==> src/rtl/freq_meter_pkg.sv <==
// rtl/freq_meter_pkg.sv - shared constants for the slow-signal frequency/period meter
//
// Purpose: FSM state encodings and default sizing shared by the meter, its
// interface and software-side conversion (cycles -> Hz via CLK_HZ).
// Ports: none (package).
package freq_meter_pkg;

  // FSM state encodings (kept as plain constants for legacy compatibility)
  localparam logic [1:0] ST_IDLE = 2'd0;
  localparam logic [1:0] ST_MEAS = 2'd1;
  localparam logic [1:0] ST_TOUT = 2'd2;

  // Default sizing: 32-bit counters, 2 s loss-of-signal window at 50 MHz
  localparam int          DEF_CNT_W   = 32;
  localparam int unsigned DEF_TIMEOUT = 100_000_000;

  // System clock frequency, used by software to convert period to Hz
  localparam int unsigned CLK_HZ = 50_000_000;

endpackage

==> src/rtl/freq_period_meter_if.sv <==
// rtl/freq_period_meter_if.sv - signal input and measurement result bundle
//
// Purpose: groups the measured input and the result outputs of the meter.
// Ports (signals):
//   sig_in      slow asynchronous signal under measurement
//   period      clk cycles between the last two rising edges
//   high_time   clk cycles high within that period
//   meas_valid  one-cycle strobe when period/high_time update
//   timeout     level, no rising edge seen within the timeout window
//   armed       high while the meter is in its MEASURE state
// Modports: master = the meter, slave = whoever drives sig_in and reads results.
interface freq_period_meter_if
  import freq_meter_pkg::*;
#(
  parameter int CNT_W = DEF_CNT_W
) ();

  logic             sig_in;
  logic [CNT_W-1:0] period;
  logic [CNT_W-1:0] high_time;
  logic             meas_valid;
  logic             timeout;
  logic             armed;

  modport master (
    input  sig_in,
    output period,
    output high_time,
    output meas_valid,
    output timeout,
    output armed
  );

  modport slave (
    output sig_in,
    input  period,
    input  high_time,
    input  meas_valid,
    input  timeout,
    input  armed
  );

endinterface

==> src/rtl/sig_sync_edge.sv <==
// rtl/sig_sync_edge.sv - multi-flop synchronizer with rise/fall edge detect
//
// Purpose: brings an asynchronous level into the clk domain and produces
// one-cycle rise/fall strobes. Edge-to-edge spacing is preserved.
// Ports:
//   clk       system clock
//   rst       synchronous active-low reset
//   async_in  asynchronous input level
//   sync_out  synchronized level (last synchronizer stage)
//   rise      one cycle high on a synchronized 0->1 transition
//   fall      one cycle high on a synchronized 1->0 transition
module sig_sync_edge #(
  parameter int SYNC_STAGES = 2
) (
  input  logic clk,
  input  logic rst,
  input  logic async_in,
  output logic sync_out,
  output logic rise,
  output logic fall
);

  logic [SYNC_STAGES-1:0] sync_q;
  logic                   sig_d;

  always_ff @(posedge clk) begin
    if (!rst) begin
      sync_q <= '0;
      sig_d  <= 1'b0;
    end else begin
      sync_q <= {sync_q[SYNC_STAGES-2:0], async_in};
      sig_d  <= sync_q[SYNC_STAGES-1];
    end
  end

  assign sync_out = sync_q[SYNC_STAGES-1];
  assign rise     = sync_out & ~sig_d;
  assign fall     = ~sync_out & sig_d;

endmodule

==> src/rtl/freq_period_meter.sv <==
// rtl/freq_period_meter.sv - period / high-time meter for slow signals
//
// Purpose: measures period and high time of a slow signal in clk cycles,
// strobes meas_valid once per completed period and flags loss of signal.
// Ports:
//   clk   system clock, all logic on rising edge
//   rst   synchronous active-low reset
//   bus   freq_period_meter_if.master (sig_in in; period, high_time,
//         meas_valid, timeout, armed out)
module freq_period_meter
  import freq_meter_pkg::*;
#(
  parameter int          CNT_W       = DEF_CNT_W,
  parameter int unsigned TIMEOUT     = DEF_TIMEOUT,
  parameter int          SYNC_STAGES = 2
) (
  input logic                 clk,
  input logic                 rst,
  freq_period_meter_if.master bus
);

  localparam logic [CNT_W-1:0] CNT_LAST = CNT_W'(TIMEOUT - 1);
  localparam logic [CNT_W-1:0] CNT_ONE  = CNT_W'(1);

  logic             rise;
  logic             fall;
  logic             sync_level_unused;

  logic [1:0]       state;
  logic [CNT_W-1:0] cnt;
  logic [CNT_W-1:0] cnt_inc;
  logic [CNT_W-1:0] hi_tmp;
  logic [CNT_W-1:0] period_q;
  logic [CNT_W-1:0] high_q;
  logic             valid_q;
  logic             tout_q;
  logic             armed_q;

  sig_sync_edge #(
    .SYNC_STAGES(SYNC_STAGES)
  ) u_sync (
    .clk     (clk),
    .rst     (rst),
    .async_in(bus.sig_in),
    .sync_out(sync_level_unused),
    .rise    (rise),
    .fall    (fall)
  );

  // cnt counts cycles since the last rise minus one, so cnt+1 is the
  // elapsed cycle count at the current edge and never exceeds TIMEOUT.
  assign cnt_inc = cnt + CNT_ONE;

  always_ff @(posedge clk) begin
    if (!rst) begin
      state    <= ST_IDLE;
      cnt      <= '0;
      hi_tmp   <= '0;
      period_q <= '0;
      high_q   <= '0;
      valid_q  <= 1'b0;
      tout_q   <= 1'b0;
      armed_q  <= 1'b0;
    end else begin
      valid_q <= 1'b0;
      case (state)
        ST_IDLE: begin
          // First rise only starts the measurement; nothing to report yet.
          cnt <= '0;
          if (rise) begin
            state   <= ST_MEAS;
            armed_q <= 1'b1;
          end
        end
        ST_MEAS: begin
          if (rise) begin
            // A rise on the last allowed cycle still counts as a valid period.
            period_q <= cnt_inc;
            high_q   <= hi_tmp;
            valid_q  <= 1'b1;
            cnt      <= '0;
          end else if (cnt == CNT_LAST) begin
            state   <= ST_TOUT;
            tout_q  <= 1'b1;
            armed_q <= 1'b0;
          end else begin
            cnt <= cnt_inc;
            if (fall) begin
              hi_tmp <= cnt_inc;
            end
          end
        end
        ST_TOUT: begin
          // Partial period before this rise is unknown, so no report.
          if (rise) begin
            state   <= ST_MEAS;
            cnt     <= '0;
            tout_q  <= 1'b0;
            armed_q <= 1'b1;
          end
        end
        default: begin
          state   <= ST_IDLE;
          cnt     <= '0;
          tout_q  <= 1'b0;
          armed_q <= 1'b0;
        end
      endcase
    end
  end

  assign bus.period     = period_q;
  assign bus.high_time  = high_q;
  assign bus.meas_valid = valid_q;
  assign bus.timeout    = tout_q;
  assign bus.armed      = armed_q;

endmodule

==> src/flat_wrapper.sv <==
// flat-port wrapper written by rule: the top's interface ports become plain ports
module freq_period_meter_flat import freq_meter_pkg::*;
#(
  parameter int          CNT_W       = DEF_CNT_W,
  parameter int unsigned TIMEOUT     = DEF_TIMEOUT,
  parameter int          SYNC_STAGES = 2
)
  (clk, rst, bus_sig_in, bus_period, bus_high_time, bus_meas_valid, bus_timeout, bus_armed);
  freq_period_meter_if #(.CNT_W(CNT_W)) bus_i ();
  input logic clk;
  input logic rst;
  input wire logic [$bits(bus_i.sig_in)-1:0] bus_sig_in;
  output wire logic [$bits(bus_i.period)-1:0] bus_period;
  output wire logic [$bits(bus_i.high_time)-1:0] bus_high_time;
  output wire logic [$bits(bus_i.meas_valid)-1:0] bus_meas_valid;
  output wire logic [$bits(bus_i.timeout)-1:0] bus_timeout;
  output wire logic [$bits(bus_i.armed)-1:0] bus_armed;
  assign bus_i.sig_in = bus_sig_in;
  assign bus_period = bus_i.period;
  assign bus_high_time = bus_i.high_time;
  assign bus_meas_valid = bus_i.meas_valid;
  assign bus_timeout = bus_i.timeout;
  assign bus_armed = bus_i.armed;
  freq_period_meter #(.CNT_W(CNT_W), .TIMEOUT(TIMEOUT), .SYNC_STAGES(SYNC_STAGES)) u_core (.clk(clk), .rst(rst), .bus(bus_i));
endmodule
==> config.mk <==
export PLATFORM = sky130hd
export DESIGN_NAME = freq_period_meter_flat
export DESIGN_NICKNAME = d
export VERILOG_FILES = /design/src/rtl/freq_meter_pkg.sv /design/src/rtl/freq_period_meter_if.sv /design/src/rtl/sig_sync_edge.sv /design/src/rtl/freq_period_meter.sv /design/src/flat_wrapper.sv
export SDC_FILE = /design/constraint.sdc
export NUM_CORES = 1
export LEC_CHECK = 0
export ABC_AREA = 1
export CAP_MARGIN = 20
export CORE_MARGIN = 2
export CORE_UTILIZATION = 40
export DETAILED_ROUTE_END_ITERATION = 12
export DONT_BUFFER_PORTS = 1
export SYNTH_ARGS = -nofsm -noshare
export SYNTH_HDL_FRONTEND = slang
export SYNTH_SLANG_ARGS = --single-unit
export TNS_END_PERCENT = 1
==> constraint.sdc <==
create_clock -name clk -period 2.2 [get_ports clk]
set_input_delay 0.33 -clock clk [delete_from_list [all_inputs] [get_ports clk]]
set_output_delay 0.33 -clock clk [all_outputs]
set_load 0.01 [all_outputs]
==> results of run 1 <==
## cells by family (layout without fill, tap and decap cells)
family	count (synthesis)	after routing	share of synthesized area (%)
compound gates	107	107	9.03
xor+xnor	14	14	2.05
fa+ha+maj	1	1	0.210
buf+inv	142	141	10.3
flops	135	135	45.3
simple gates	479	479	33.2
## registers in the layout, summed over array words and instances, names as in the netlist
| signal | count |
|---|---|
| u_core.state | 2 |
| u_core.bus.period | 32 |
| u_core.bus.meas_valid | 1 |
| u_core.hi_tmp | 32 |
| u_core.cnt | 32 |
| u_core.u_sync.sig_d | 1 |
| u_core.u_sync.sync_q | 2 |
| u_core.bus.high_time | 32 |
| u_core.bus.timeout | 1 |
## per-layer routing
| layer | up-vias | global-route usage [%] |
|---|---|---|
| met2 | 138 | 30.6 |
| met4 | 0 | 8.66 |
| met3 | 22 | 5.82 |
| met5 | - | 0 |
| met1 | 2270 | 24.9 |
| li1 | 2700 | - |
## stage by stage
step / cell area (µm²) / hold slack (ps) / setup WS (ps) / power (µW) / std cells
CTS: 6640 / 7.04 / 235 / 5390 / 1061
detailed placement: 6050 / 406 / 258 / 2640 / 1028
floorplan: 5970 / 390 / 627 / 2640 / 878
finish: 6640 / 52.2 / 267 / 5340 / 1061
global placement: 6050 / 393 / 278 / 2630 / 1028
global route: 6640 / 15.3 / 8.39 / 5520 / 1061
## power by group
part           switching, µW  total [µW]  internal, µW
clock network           1050        2760          1700
logic                   62.8        93.9          31.1
registers               22.5        2490          2470
## cells in the mapped netlist
cell type / number
xor2_1: 11
xnor2_1: 3
o21bai_1: 1
buf_2: 10
nand3_1: 50
nand3b_1: 7
o21ai_0: 67
buf_1: 6
inv_1: 99
nor2_1: 169
nor2_4: 4
a21oi_1: 37
a31oi_1: 1
nor2_2: 2
nand2_1: 229
o21ai_1: 1
nand2_2: 3
or2_2: 1
nand4_1: 11
nand3_4: 1
inv_2: 1
clkbuf_1: 17
dfxtp_1: 135
nand3_2: 1
buf_6: 9
ha_1: 1
nor3_1: 1
## critical path, stage by stage, from the launching register on
cell     delay, ps
dfxtp_1        310
inv_1           40
nand2_1        380
nor2_4         100
inv_1          710
o21ai_0        230
inv_1          100
## layout make-up
cell class	instances	area [µm²]	share of cell area, %
timing repair buffer	11	115	1.73
clock buffer	21	460	6.93
clock inverter	9	103	1.54
sequential	135	2700	40.7
inverter	100	375	5.65
tap	184	230	3.47
multi-input combinational	601	2660	40.0
## how the worst max path moves through the flow
stage | slack [ps] | end | from | cells after the start
after floorplan | 630 | u_core.cnt[13]$_SDFFE_PN0P_ | u_core.cnt[0]$_SDFFE_PN0P_ | 11
after global placement | 280 | u_core.bus.period[13]$_SDFFE_PN0N_ | u_core.cnt[2]$_SDFFE_PN0P_ | 7
after detailed placement | 260 | u_core.bus.period[20]$_SDFFE_PN0N_ | u_core.u_sync.sig_d$_SDFF_PN0_ | 6
after CTS | 230 | u_core.bus.period[20]$_SDFFE_PN0N_ | u_core.u_sync.sig_d$_SDFF_PN0_ | 6
after global routing | 8 | u_core.bus.period[21]$_SDFFE_PN0N_ | u_core.u_sync.sig_d$_SDFF_PN0_ | 6
final | 270 | u_core.bus.period[18]$_SDFFE_PN0N_ | u_core.u_sync.sig_d$_SDFF_PN0_ | 6
## what timing repair did
| item | 4_1_cts | 5_1_grt |
|---|---|---|
| hold endpoints to repair | 2 | 0 |
| hold buffers | 3 | 0 |
| setup endpoints to repair | 0 | 0 |
==> results.txt, run 1 <==
GPL Wtd Cong -> 0.868
core box area -> 14500 µm²
kind of end point of the critical path -> register
total track usage -> 19.5%
Post-Route WL -> 14.8 mm
most common cell after layout, fill and taps aside -> nand2_1
hold path start -> rst
drt initial violations -> 370
Synth area leader -> dfxtp_1
flop2flop setup slack -> 270 ps
worst-case clock buffer depth -> 2
Mapped Cells -> 878
die height -> 126 µm
clock skew -> 10.4 ps
global-route wire length before repair -> 24.5 mm
detailed-route via count -> 5130
Max Fclk -> 517 MHz
WL met2 -> 6.80 mm
Worst Hold End -> u_core.hi_tmp[8]$_SDFFE_PN0P_
final core area utilization -> 45.7%
number of buffers added on ports -> 0
Fillers -> 1538
std cell rows -> 44
# DRC -> 0
Hold Path Depth -> 2
Die Wd -> 126 µm
FF+latch count, synth -> 135
Final setup viols -> 0
Worst-Margin Slew -> 951 ps
wl on met1 -> 6.80 mm
Pre-antenna DRT Iters -> 5
RSZ-0062 raised after global routing -> false
Area Overhead vs Synth -> 11.2%
Area contributors post-synth -> dfxtp_1 (45%), nand2_1 (14%), nor2_1 (11%), inv_1 (6.2%), o21ai_0 (5.6%)
R2R cell count -> 6
synthesized area -> 5970 µm²
syn avg cell area -> 6.80 µm²
final slew viol count -> 0
IO Count -> 70
CP startpoint kind -> register
vias in the first global route -> 4719
Mapped Nets -> 882
synth warn -> 0
met3 wire length -> 920 µm
layout cells sized above 1 -> 5.59%
CP Max Fanout -> 31
PostCTS Resize Cnt -> 0
HP Class -> in -> reg
CTS root buf -> clkbuf_16
setup bufs post-CTS -> 0
kind of critical path -> reg -> reg
r2r endpoint -> u_core.bus.period[18]$_SDFFE_PN0N_
starting density of the core -> 41.1%
initial antenna violation count -> 0
top sig layer -> met4
TritonCTS clock tree -> yes
maximum vdd drop -> 0.659 mV
GRT Residual Overflow -> 0
largest net degree at the start of global routing -> 114
ANT cells -> 0
final period utilization -> 87.9%
CTS Sinks -> 135
Leakage -> 0.00321 µW
power per cell area -> 804 nW/µm²
status -> complete, no violations
CTS Buf Count -> 17
crit path DAT -> 2300 ps
Fin. Hold Viols -> 0
post-route ant nets -> 0
commonest non-fill, non-tap cells in the layout -> nand2_1 (229), nor2_1 (169), dfxtp_1 (135)
Yosys top cell area share -> 45.3%
Nets -> 870
setup TNS -> 0 ps
DR vias/cell -> 4.84
Final HPWL DP -> 9.93 mm
minimum clock period -> 1930 ps
Distinct cells, synth -> 27
CP required -> 2570 ps
Worst R2R Start -> u_core.u_sync.sig_d$_SDFF_PN0_
H-tree Lvls -> 4
Slew headroom -> 36.5%
post-synthesis sequential area ratio -> 45.3%
die footprint -> 15900 µm²
total of max-cap violations -> 0
Worst-path clk slew -> 60 ps
drt wl/cell -> 14.0 µm
insertion delay to the later sink of the worst-skew pair -> 430 ps
Note: power is estimated with default switching activity, not from simulation.
==> inputs of run 2 (changes only) <==
- HOLD_SLACK_MARGIN: not set -> 0.03
==> run 2 against run 1 <==
Against the previous run:
- sequential share of layout area fell by 0.061 points
- maximum frequency fell by 0.21%
- register-to-register slack barely moved
- clock skew fell by 3.9 ps
- clock power barely moved
- sequential cell count did not move
- sequential power barely moved
- first-iteration DRC count rose by 0.54%
- critical path depth did not move
- design area rose by 0.15%
- critical path type unchanged
- critical endpoint is now u_core.bus.period[20]$_SDFFE_PN0N_
- largest cell class unchanged
- highest routed layer unchanged
==> results.txt, run 2 (synthesized netlist as in run 1, its figures left out) <==
WHS -> 44.4 ps
CTS Buf Count -> 17
initial antenna violation count -> 0
Area Overhead vs Synth -> 11.4%
Post-Route WL -> 14.9 mm
final slew viol count -> 0
hold path start -> rst
Pre-antenna DRT Iters -> 5
grt peak-use layer -> met2
ANT cells -> 0
PostCTS Resize Cnt -> 0
CP Max Fanout -> 31
Final setup viols -> 0
most common cell after layout, fill and taps aside -> nand2_1
IO Count -> 70
largest net degree at the start of global routing -> 82
Post-CTS Hold Buffers -> 3
GRT Residual Overflow -> 0
core box area -> 14500 µm²
Max Fclk -> 516 MHz
CP Launch Point -> u_core.u_sync.sig_d$_SDFF_PN0_
RSZ-0062 raised after global routing -> false
clock skew -> 6.51 ps
die height -> 126 µm
Combinational Power Share -> 2.0%
total track usage -> 19.7%
detailed-route via count -> 5122
TritonCTS clock tree -> yes
setup bufs post-CTS -> 0
GRT met2 Usage -> 31.8%
kind of critical path -> reg -> reg
HP Class -> in -> reg
Die Wd -> 126 µm
layout cells sized above 1 -> 5.70%
Leakage -> 0.00321 µW
clock network power share -> 51.5%
Final HPWL DP -> 9.93 mm
Nets -> 870
Fin. Hold Viols -> 0
CP Depth -> 6
GRT met3 Usage -> 5.82%
CTS Sinks -> 135
Worst R2R Start -> u_core.u_sync.sig_d$_SDFF_PN0_
worst-case clock buffer depth -> 2
crit path DAT -> 2310 ps
setup TNS -> 0 ps
H-tree Lvls -> 4
final period utilization -> 88.1%
power per cell area -> 806 nW/µm²
maximum vdd drop -> 0.663 mV
R2R cell count -> 6
delay-heaviest family, CP -> buffers and inverters
global-route wire length before repair -> 24.8 mm
CP startpoint kind -> register
crit path max-delay cell type -> inv_1
GPL Wtd Cong -> 0.868
CTS root buf -> clkbuf_16
die footprint -> 15900 µm²
DR vias/cell -> 4.83
sequential power share -> 46.5%
cells along the critical path -> inv_1 > nand2_1 > nor2_4 > inv_1 > o21ai_0 > inv_1
P_int -> 4210 µW
commonest non-fill, non-tap cells in the layout -> nand2_1 (229), nor2_1 (169), dfxtp_1 (135)
switching share of power -> 21.5%
# DRC -> 0
total of max-cap violations -> 0
Worst Path Buf+Inv -> 3
Hold Path Depth -> 2
Worst path max stage delay -> 710 ps
status -> complete, no violations
routing usage on met1 -> 24.7%
vias in the first global route -> 4760
minimum clock period -> 1940 ps
std cell rows -> 44
drt initial violations -> 372
Worst-Margin Slew -> 951 ps
Slew headroom -> 36.5%
overall power -> 5360 µW
starting density of the core -> 41.1%
most numerous cell on the critical path -> inv_1
CP required -> 2570 ps
switching power -> 1150 µW
insertion delay to the later sink of the worst-skew pair -> 430 ps
number of buffers added on ports -> 0
drt wl/cell -> 14.1 µm
post-route ant nets -> 0
kind of end point of the critical path -> register
Worst-path clk slew -> 60 ps
-- run 2: cell count changes in the layout (fill, tap and decap cells not counted) --
cell           before  now
buf_12              2    3
dlygate4sd3_1       3    2
-- run 2: stage by stage --
step	util, %	setup WS [ps]	cell area, µm²	cells
2_1_floorplan	-	627	5970	878
3_3_place_gp	41.6	278	6050	1028
3_5_place_dp	41.6	258	6050	1028
4_1_cts	45.8	235	6650	1061
5_1_grt	45.8	8.39	6650	1061
6_report	45.8	263	6650	1061
-- run 2: layout make-up --
cell class | instances | area, µm²
clock buffer | 21 | 460
clock inverter | 9 | 103
fill | 1537 | 7880
inverter | 100 | 375
multi-input combinational | 601 | 2660
sequential | 135 | 2700
tap | 184 | 230
timing repair buffer | 11 | 125
-- run 2: metal layers --
layer  vias up  wire, µm
li1       2700         -
met1      2261      6850
met2       139      6860
met3        22       930
met4         0       283
met5         -         0
-- run 2: path summary, 6_finish.rpt --
| kind | end | slack (ps) |
|---|---|---|
| hold reg to reg | u_core.u_sync.sync_q[1]$_SDFF_PN0_ | 410 |
| setup reg to reg | u_core.bus.period[20]$_SDFFE_PN0N_ | 260 |
| setup / recovery | u_core.bus.period[20]$_SDFFE_PN0N_ | 260 |
| hold / removal | u_core.bus.high_time[31]$_SDFFE_PN0N_ | 40 |
-- run 2: power groups by stage --
stage	registers, µW	logic, µW	clock network [µW]
floorplan	2540	94.9	0
global placement	2550	88.3	0
detailed placement	2550	88.9	0
CTS	2490	106	2810
global route	2490	120	2920
finish	2490	106	2760
